## config.mk

```make
export PLATFORM = sky130hd
export DESIGN_NAME = gj_axis_uart_tx_mc_flat
export DESIGN_NICKNAME = d
export VERILOG_FILES = /design/src/rtl/gj_axis_uart_tx_mc_if.sv /design/src/rtl/gj_axis_uart_tx_mc.sv /design/src/flat_wrapper.sv
export SDC_FILE = /design/constraint.sdc
export NUM_CORES = 1
export LEC_CHECK = 0
export ABC_CLOCK_PERIOD_IN_PS = 3750
export BUFFER_PORTS_ARGS = -buffer_cell sky130_fd_sc_hd__buf_2
export CAP_MARGIN = 15
export CORE_ASPECT_RATIO = 1.1
export CORE_MARGIN = 5
export CORE_UTILIZATION = 55
export CTS_CLUSTER_DIAMETER = 100
export DETAILED_ROUTE_END_ITERATION = 16
export PLACE_DENSITY = 0.76
export SYNTH_ARGS = -nofsm -noshare
export SYNTH_HDL_FRONTEND = slang
export SYNTH_SLANG_ARGS = --single-unit
export TNS_END_PERCENT = 30
```

## constraint.sdc

```tcl
create_clock -name clk -period 3.75 [get_ports clk]
set_clock_uncertainty 0.2 [all_clocks]
set_input_delay 1.125 -clock clk [delete_from_list [all_inputs] [get_ports clk]]
set_output_delay 1.125 -clock clk [all_outputs]
set_load 0.02 [all_outputs]
```

## src/rtl/gj_axis_uart_tx_mc_if.sv

```systemverilog
// AXI-Stream character channel feeding the UART transmitter.
interface gj_axis_uart_tx_mc_if #(
  parameter int unsigned DATA_W = 8
) ();
  logic              tvalid;
  logic              tready;
  logic [DATA_W-1:0] tdata;
  logic              tlast;

  modport master (output tvalid, output tdata, output tlast, input tready);
  modport slave  (input tvalid, input tdata, input tlast, output tready);
endinterface

```

## src/rtl/gj_axis_uart_tx_mc.sv

```systemverilog
// UART transmitter with AXIS input FIFO, per-frame latched configuration,
// optional parity, 1/2 stop bits, post-packet idle gap and line break.
module gj_axis_uart_tx_mc #(
  parameter int unsigned DATA_W     = 8,
  parameter int unsigned FIFO_DEPTH = 16,
  parameter int unsigned DIV_W      = 16
) (
  input  logic                        clk,
  input  logic                        rst,
  input  logic [DIV_W-1:0]            baud_div_i,
  input  logic                        cfg_stop2_i,
  input  logic                        cfg_par_en_i,
  input  logic                        cfg_par_odd_i,
  input  logic                        cfg_msb_first_i,
  input  logic                        cfg_gap_en_i,
  input  logic [15:0]                 cfg_gap_i,
  input  logic                        tx_break_i,
  gj_axis_uart_tx_mc_if.slave         tx_axis,
  output logic                        tx_o,
  output logic                        tx_busy_o,
  output logic [$clog2(FIFO_DEPTH):0] fifo_level_o
);

  localparam int unsigned AW = $clog2(FIFO_DEPTH);
  localparam int unsigned LW = AW + 1;
  localparam logic [3:0]  LastBit = 4'(DATA_W - 1);

  typedef enum logic [2:0] {
    StIdle, StStart, StData, StParity, StStop, StGap, StBreak
  } state_e;

  // ---------------------------------------------------------------------------
  // Input FIFO
  // ---------------------------------------------------------------------------
  logic [DATA_W:0]   mem_q [FIFO_DEPTH];
  logic [AW-1:0]     wr_ptr_q, rd_ptr_q;
  logic [LW-1:0]     level_q;
  logic              push, pop;
  logic [DATA_W-1:0] rd_data;
  logic              rd_last;

  assign tx_axis.tready     = (level_q != LW'(FIFO_DEPTH));
  assign push               = tx_axis.tvalid && tx_axis.tready;
  assign {rd_last, rd_data} = mem_q[rd_ptr_q];

  // Storage array, written on every accepted beat.
  always_ff @(posedge clk) begin
    if (push) mem_q[wr_ptr_q] <= {tx_axis.tlast, tx_axis.tdata};
  end

  // Pointers wrap naturally since the depth is a power of two.
  always_ff @(posedge clk or posedge rst) begin
    if (rst) begin
      wr_ptr_q <= '0;
      rd_ptr_q <= '0;
      level_q  <= '0;
    end else begin
      if (push) wr_ptr_q <= wr_ptr_q + 1'b1;
      if (pop)  rd_ptr_q <= rd_ptr_q + 1'b1;
      if (push && !pop)      level_q <= level_q + LW'(1);
      else if (!push && pop) level_q <= level_q - LW'(1);
    end
  end

  // ---------------------------------------------------------------------------
  // Serialiser FSM
  // ---------------------------------------------------------------------------
  state_e            state_q, state_d;
  logic [DIV_W-1:0]  baud_q, baud_d;
  logic [DIV_W-1:0]  div_q, div_d;
  logic [3:0]        cnt_q, cnt_d;
  logic [15:0]       gap_q, gap_d;
  logic [15:0]       gap_len_q, gap_len_d;
  logic [DATA_W-1:0] sh_q, sh_d;
  logic              par_q, par_d;
  logic              tlast_q, tlast_d;
  logic              stop2_q, stop2_d;
  logic              par_en_q, par_en_d;
  logic              gap_en_q, gap_en_d;
  logic              brk_rel_q, brk_rel_d;
  logic              tx_q, tx_d;
  logic              bit_end;

  function automatic logic [DATA_W-1:0] bit_rev(input logic [DATA_W-1:0] v);
    logic [DATA_W-1:0] r;
    for (int i = 0; i < int'(DATA_W); i++) r[i] = v[DATA_W-1-i];
    return r;
  endfunction

  assign bit_end = (baud_q == div_q);

  // Next-state, counters, per-frame latches and the next line level.
  always_comb begin
    state_d   = state_q;
    baud_d    = baud_q;
    div_d     = div_q;
    cnt_d     = cnt_q;
    gap_d     = gap_q;
    gap_len_d = gap_len_q;
    sh_d      = sh_q;
    par_d     = par_q;
    tlast_d   = tlast_q;
    stop2_d   = stop2_q;
    par_en_d  = par_en_q;
    gap_en_d  = gap_en_q;
    brk_rel_d = brk_rel_q;
    pop       = 1'b0;

    if (state_q != StIdle) baud_d = bit_end ? '0 : baud_q + DIV_W'(1);

    unique case (state_q)
      StIdle: begin
        baud_d = '0;
        cnt_d  = '0;
        gap_d  = '0;
        // Break wins over a pending character; nothing is popped while breaking.
        if (tx_break_i) begin
          state_d   = StBreak;
          brk_rel_d = 1'b0;
          div_d     = baud_div_i;
        end else if (level_q != '0) begin
          pop       = 1'b1;
          state_d   = StStart;
          div_d     = baud_div_i;
          // Bit order is folded into the shift register so DATA always emits bit 0.
          sh_d      = cfg_msb_first_i ? bit_rev(rd_data) : rd_data;
          par_d     = (^rd_data) ^ cfg_par_odd_i;
          tlast_d   = rd_last;
          stop2_d   = cfg_stop2_i;
          par_en_d  = cfg_par_en_i;
          gap_en_d  = cfg_gap_en_i;
          gap_len_d = cfg_gap_i;
        end
      end
      StStart: begin
        if (bit_end) begin
          state_d = StData;
          cnt_d   = '0;
        end
      end
      StData: begin
        if (bit_end) begin
          if (cnt_q == LastBit) begin
            state_d = par_en_q ? StParity : StStop;
            cnt_d   = '0;
          end else begin
            cnt_d = cnt_q + 4'd1;
            sh_d  = sh_q >> 1;
          end
        end
      end
      StParity: begin
        if (bit_end) begin
          state_d = StStop;
          cnt_d   = '0;
        end
      end
      StStop: begin
        if (bit_end) begin
          if (stop2_q && (cnt_q == '0)) begin
            cnt_d = 4'd1;
          end else if (tlast_q && gap_en_q && (gap_len_q != '0)) begin
            state_d = StGap;
            gap_d   = gap_len_q - 16'd1;
          end else begin
            state_d = StIdle;
          end
        end
      end
      StGap: begin
        // gap_q holds the number of bit periods still to go after the current one.
        if (bit_end) begin
          if (gap_q == '0) state_d = StIdle;
          else             gap_d   = gap_q - 16'd1;
        end
      end
      StBreak: begin
        if (!brk_rel_q) begin
          baud_d = '0;
          if (!tx_break_i) begin
            brk_rel_d = 1'b1;
            cnt_d     = '0;
          end
        end else if (bit_end) begin
          if (cnt_q != '0) state_d = StIdle;
          else             cnt_d   = 4'd1;
        end
      end
      default: state_d = StIdle;
    endcase

    // Line level is registered from the next state so tx changes on the transition edge.
    case (state_d)
      StStart:  tx_d = 1'b0;
      StData:   tx_d = sh_d[0];
      StParity: tx_d = par_d;
      StBreak:  tx_d = brk_rel_d;
      default:  tx_d = 1'b1;
    endcase
  end

  // FSM and datapath state.
  always_ff @(posedge clk or posedge rst) begin
    if (rst) begin
      state_q   <= StIdle;
      baud_q    <= '0;
      div_q     <= '0;
      cnt_q     <= '0;
      gap_q     <= '0;
      gap_len_q <= '0;
      sh_q      <= '0;
      par_q     <= 1'b0;
      tlast_q   <= 1'b0;
      stop2_q   <= 1'b0;
      par_en_q  <= 1'b0;
      gap_en_q  <= 1'b0;
      brk_rel_q <= 1'b0;
      tx_q      <= 1'b1;
    end else begin
      state_q   <= state_d;
      baud_q    <= baud_d;
      div_q     <= div_d;
      cnt_q     <= cnt_d;
      gap_q     <= gap_d;
      gap_len_q <= gap_len_d;
      sh_q      <= sh_d;
      par_q     <= par_d;
      tlast_q   <= tlast_d;
      stop2_q   <= stop2_d;
      par_en_q  <= par_en_d;
      gap_en_q  <= gap_en_d;
      brk_rel_q <= brk_rel_d;
      tx_q      <= tx_d;
    end
  end

  assign tx_o         = tx_q;
  assign tx_busy_o    = (state_q != StIdle);
  assign fifo_level_o = level_q;

endmodule

```

## src/flat_wrapper.sv

```systemverilog
// flat-port wrapper written by rule: the top's interface ports become plain ports
module gj_axis_uart_tx_mc_flat 
#(
  parameter int unsigned DATA_W     = 8,
  parameter int unsigned FIFO_DEPTH = 16,
  parameter int unsigned DIV_W      = 16
)
  (clk, rst, baud_div_i, cfg_stop2_i, cfg_par_en_i, cfg_par_odd_i, cfg_msb_first_i, cfg_gap_en_i, cfg_gap_i, tx_break_i, tx_o, tx_busy_o, fifo_level_o, tx_axis_tvalid, tx_axis_tdata, tx_axis_tlast, tx_axis_tready);
  gj_axis_uart_tx_mc_if #(.DATA_W(DATA_W)) tx_axis_i ();
  input  logic clk;
  input  logic rst;
  input  logic [DIV_W-1:0] baud_div_i;
  input  logic cfg_stop2_i;
  input  logic cfg_par_en_i;
  input  logic cfg_par_odd_i;
  input  logic cfg_msb_first_i;
  input  logic cfg_gap_en_i;
  input  logic [15:0] cfg_gap_i;
  input  logic tx_break_i;
  output logic tx_o;
  output logic tx_busy_o;
  output logic [$clog2(FIFO_DEPTH):0] fifo_level_o;
  input wire logic [$bits(tx_axis_i.tvalid)-1:0] tx_axis_tvalid;
  input wire logic [$bits(tx_axis_i.tdata)-1:0] tx_axis_tdata;
  input wire logic [$bits(tx_axis_i.tlast)-1:0] tx_axis_tlast;
  output wire logic [$bits(tx_axis_i.tready)-1:0] tx_axis_tready;
  assign tx_axis_i.tvalid = tx_axis_tvalid;
  assign tx_axis_i.tdata = tx_axis_tdata;
  assign tx_axis_i.tlast = tx_axis_tlast;
  assign tx_axis_tready = tx_axis_i.tready;
  gj_axis_uart_tx_mc #(.DATA_W(DATA_W), .FIFO_DEPTH(FIFO_DEPTH), .DIV_W(DIV_W)) u_core (.clk(clk), .rst(rst), .baud_div_i(baud_div_i), .cfg_stop2_i(cfg_stop2_i), .cfg_par_en_i(cfg_par_en_i), .cfg_par_odd_i(cfg_par_odd_i), .cfg_msb_first_i(cfg_msb_first_i), .cfg_gap_en_i(cfg_gap_en_i), .cfg_gap_i(cfg_gap_i), .tx_break_i(tx_break_i), .tx_axis(tx_axis_i), .tx_o(tx_o), .tx_busy_o(tx_busy_o), .fifo_level_o(fifo_level_o));
endmodule
```

==> impl.org <==
** Status
- Result of the run :: finished, final reports clean

** Final layout
- The number of antenna diodes in the final layout is 0.
- Counting the fill cells in the layout gives 1,490.
- The multi-input combinational cells in the finished layout cover a total of 4030 µm².
- With fillers left out, the area of the finished cells amounts to 12,600 µm².
- Of the cells placed in the final design, the portion with a size suffix greater than 1 is 0.220.
- The area growth from synthesis to layout is 13.6%.
- The net count of the finished layout is 970.
- Summing all flip-flop and latch instances after layout gives 6800 µm².

** Synth
- Post-synth EDFFs :: 144
- Proportion of synthesized flip-flops having asynchronous set or reset :: 0.407
- Combinational family with the most area after synthesis :: simple AND/OR/NAND/NOR gates
- After synthesis, the share of cell area in mux cells is 0.114.
- Dominant synthesized flop cell :: edfxtp_1
- Yosys instantiated no cell more often than edfxtp_1.
- Share of synthesized area occupied by flip-flops and latches :: 0.616
- Of the post-synthesis cell area, the dominant cell type holds 0.391.
- Post-synthesis share of cell area spent on xor and xnor gates :: 0.0490
- List of most frequent post-synthesis cells :: edfxtp_1, nand2_1, dfrtp_1
- After synthesis the cells add up to 11,100 µm².
- Post-synthesis share of cell area spent on full adders, half adders and majority gates :: 0.0165
- Top cell type by total area after synthesis :: edfxtp_1
- Yosys mapped the design onto 66 distinct sky130hd cell types.
- Synthesis produced 830 cells.
- Of the total synthesized cell area, the portion taken by AND, OR, NAND and NOR gates is 0.115.
- A synthesized cell averages 13.3 µm².
- Area fraction in compound gates after synthesis :: 0.0700
- Ranked by total cell area, the synthesized netlist is headed by edfxtp_1, dfrtp_1, mux4_2.
- Synth Net Count :: 894
- For this run, the number of Yosys warnings is 0.
- After synthesis the netlist holds a flip-flop and latch count of 243.

** Worst setup path
- Crit path cell chain :: nor4_1 > nor2b_1 > nor3_2 > inv_2 > ha_1 > inv_1 > fa_1 > a21o_1 > a21oi_1 > xnor2_1 > nor2_1 > xor2_1
- The setup check on the worst reg-to-reg path leaves a slack of 0.50 ns.
- Crit path depth :: 12
- Sort of element at the end of the critical path :: flop
- The worst register-to-register path ends at u_core.fifo_level_o[4].
- Broken down by cell family, the worst path's largest delay share belongs to simple AND/OR/NAND/NOR gates.
- Measured in cells, the most critical reg-to-reg path has a length of 12.
- Crit-path max FO :: 5
- FF-to-FF Start :: u_core.fifo_level_o[0]
- Maximum cell stage delay along the critical path :: 0.46 ns
- STA classifies the critical path startpoint as a flop.
- Following the worst setup path forward leads to its endpoint at u_core.fifo_level_o[4].
- Arrival time reported for the critical path endpoint :: 3.44 ns
- Class of the most critical setup path :: flop to flop
- Bufs and invs on worst path :: 2
- Beginning of the critical path :: u_core.fifo_level_o[0]
- The largest individual stage delay along the critical path comes from the cell dfrtp_1.
- For the worst setup path, the data required time is 3.95 ns.

** Clocking
- Postcts setup bufs :: 0
- Clk pin slew, worst setup/hold paths :: 0.06 ns
- At the later pin of the worst-skew pair, clock insertion delay measures 0.53 ns.
- Clock buffer depth :: 3
- The cell sitting at the root of the clock tree is a clkbuf_16.
- Counting the buffers created by CTS gives 26.
- CTS saw 243 sinks.
- Once the clock tree was built, the resizer swapped 0 gates to a different size.
- The number of hold buffers added after CTS was 0.
- In this run the number of H-tree levels came out at 1.
- CTS tree :: built

** Floorplan
- The die is 145 µm wide.
- Total I/O pin count :: 58
- After floorplanning, the core was divided into 54 placement rows.
- Height of the die :: 159 µm
- The region available for standard cell placement spans 19,800 µm².
- Initial core utilization :: 0.558
- The die covers 23,000 µm².

** Power
- Power comes to 9830 µW.
- P per Cell Area :: 783 nW/µm²
- Maximum vdd drop :: 0.444 mV
- For this design the static power due to leakage is 0.00492 µW.

** Place
- Detailed placement finished with a half-perimeter wire length of 15,300 µm.
- Setup Slack @ Placement :: 0.369 ns
- Placer congestion estimate :: 0.828
- Total placed instance area :: 11,700 µm²
- During placement, the flow inserted port buffers numbering 57.

** GRT
- Maximum number of pins on one net before global-route repair :: 51
- Vias in the first global route :: 6,998
- Total routing usage reported by global routing :: 0.201
- The total overflow left after global routing is 0.
- The number of antenna violations at the first check in global routing is 0.
- The first global-routing pass estimated 37,200 µm of wire.

** STA
- In the final timing run, aggregate negative setup slack is 0 ns.
- RSZ-0062 raised after global routing :: no
- Hold slack :: 0.295 ns
- Period utilisation layout :: 0.865
- Final critical path time including I/O delays and setup :: 3.25 ns
- The final number of max-transition violations was 0.
- At the pin with the least slew margin, the transition time is 0.741 ns.
- Derived from the worst setup path, the maximum achievable clock frequency is 308 MHz.
- Final count of negative-setup-slack endpoints :: 0
- Headroom to the max-slew limit came out at 0.506.
- Number of endpoints with negative hold slack in the final report :: 0
- Setup slack of the critical path after layout :: 0.505 ns

** Routing
- In the final routed layout, each cell accounts on average for 19.7 µm.
- For this block, the initial DRC count from the detailed router was 557.
- In the routed design, unresolved DRC markers number 0.
- Final ANT Viol Nets :: 0
- Using the TritonRoute via totals, the vias-per-cell ratio works out to 5.88.
- The first detailed-routing pass ran for 5 iterations.
- Overall routed net length :: 23,200 µm
- Total via count after detailed routing :: 6,910

** Hold path
- In this run the worst hold path is classified as flop to flop.

** Flow run
- Max-capacitance violation count :: 0
==> how the worst min path moves through the flow <==
stage,start,endpoint,slack [ns],cells past startpoint
5_1_grt,u_core.stop2_q,u_core.stop2_q,0.31,2
6_report,u_core.stop2_q,u_core.stop2_q,0.30,2
3_3_place_gp,u_core.par_q,u_core.par_q,0.27,2
4_1_cts,u_core.gap_en_q,u_core.gap_en_q,0.29,2
2_1_floorplan,u_core.gap_en_q,u_core.gap_en_q,0.24,2
3_5_place_dp,u_core.stop2_q,u_core.stop2_q,0.27,2
==> sequential cells by signal (all words and copies together), names as in the netlist <==
register	flops
u_core.sh_q	8
u_core.wr_ptr_q	4
u_core.tx_o	1
u_core.stop2_q	1
u_core.tlast_q	1
u_core.gap_q	16
u_core.baud_q	16
u_core.par_en_q	1
u_core.rd_ptr_q	4
u_core.fifo_level_o	5
u_core.div_q	16
u_core.gap_len_q	16
u_core.par_q	1
u_core.state_q	3
u_core.brk_rel_q	1
u_core.mem_q	144
u_core.gap_en_q	1
u_core.cnt_q	4
==> report_power, final <==
group / internal [µW] / switching [µW]
Clock: 1480 / 1000
Sequential: 3360 / 477
Combinational: 1600 / 1910
==> layer usage <==
| metal | track usage | vias up | wire length, µm | share of wire |
|---|---|---|---|---|
| li1 | - | 3229 | - | - |
| met1 | 0.259 | 3444 | 9510 | 0.41 |
| met2 | 0.361 | 194 | 12000 | 0.52 |
| met3 | 0.0327 | 43 | 1230 | 0.053 |
| met4 | 0.0489 | 0 | 460 | 0.020 |
| met5 | 0 | - | 0 | 0 |
==> final cells by class <==
cell class              instances  share of cell area
clock buffers                  30              0.0530
clock inverters                15              0.0134
inverters                      14             0.00448
multi-input cells             537               0.321
flip-flops and latches        243               0.542
well taps                     252              0.0251
repair buffers                 84              0.0409
==> kinds of logic (layout without fill, tap and decap cells) <==
logic type | after synthesis | count (layout)
DFF | 243 | 243
muxes | 72 | 72
AOI/OAI and AO/OA | 120 | 120
adders and majority gates | 14 | 14
xor gates and xnor gates | 61 | 61
and+or+nand+nor | 270 | 270
buffers and inverters | 50 | 143
==> placed cells by master, fill, tap and decap left out, types with 5 or more instances in the layout <==
master,instances
a21oi_1,25
a22oi_1,17
and3_1,9
buf_2,57
buf_4,25
clkbuf_16,26
dfrtp_1,97
edfxtp_1,144
ha_1,13
inv_1,12
mux2_2,20
mux2i_1,9
mux4_2,40
nand2_1,103
nand3_1,13
nand4_1,6
nor2_1,71
nor2b_1,5
nor3_1,21
nor4_1,11
o21ai_0,24
o21ai_1,22
xnor2_1,25
xor2_1,35
==> worst register-to-register path: stages, from the launching register on <==
cell and delay [ns]:
dfrtp_1 0.46, nor4_1 0.43, nor2b_1 0.40, nor3_2 0.13
inv_2 0.08, ha_1 0.19, inv_1 0.12, fa_1 0.43
a21o_1 0.18, a21oi_1 0.18, xnor2_1 0.13, nor2_1 0.06
xor2_1 0.14
==> stage by stage <==
| stage | util | std cells |
|---|---|---|
| CTS | 0.634 | 1174 |
| floorplan | - | 830 |
| global route | 0.634 | 1175 |
| finish | 0.634 | 1175 |
| detailed placement | 0.592 | 1129 |
| global placement | 0.592 | 1129 |
(Power assumes the default switching activity.)
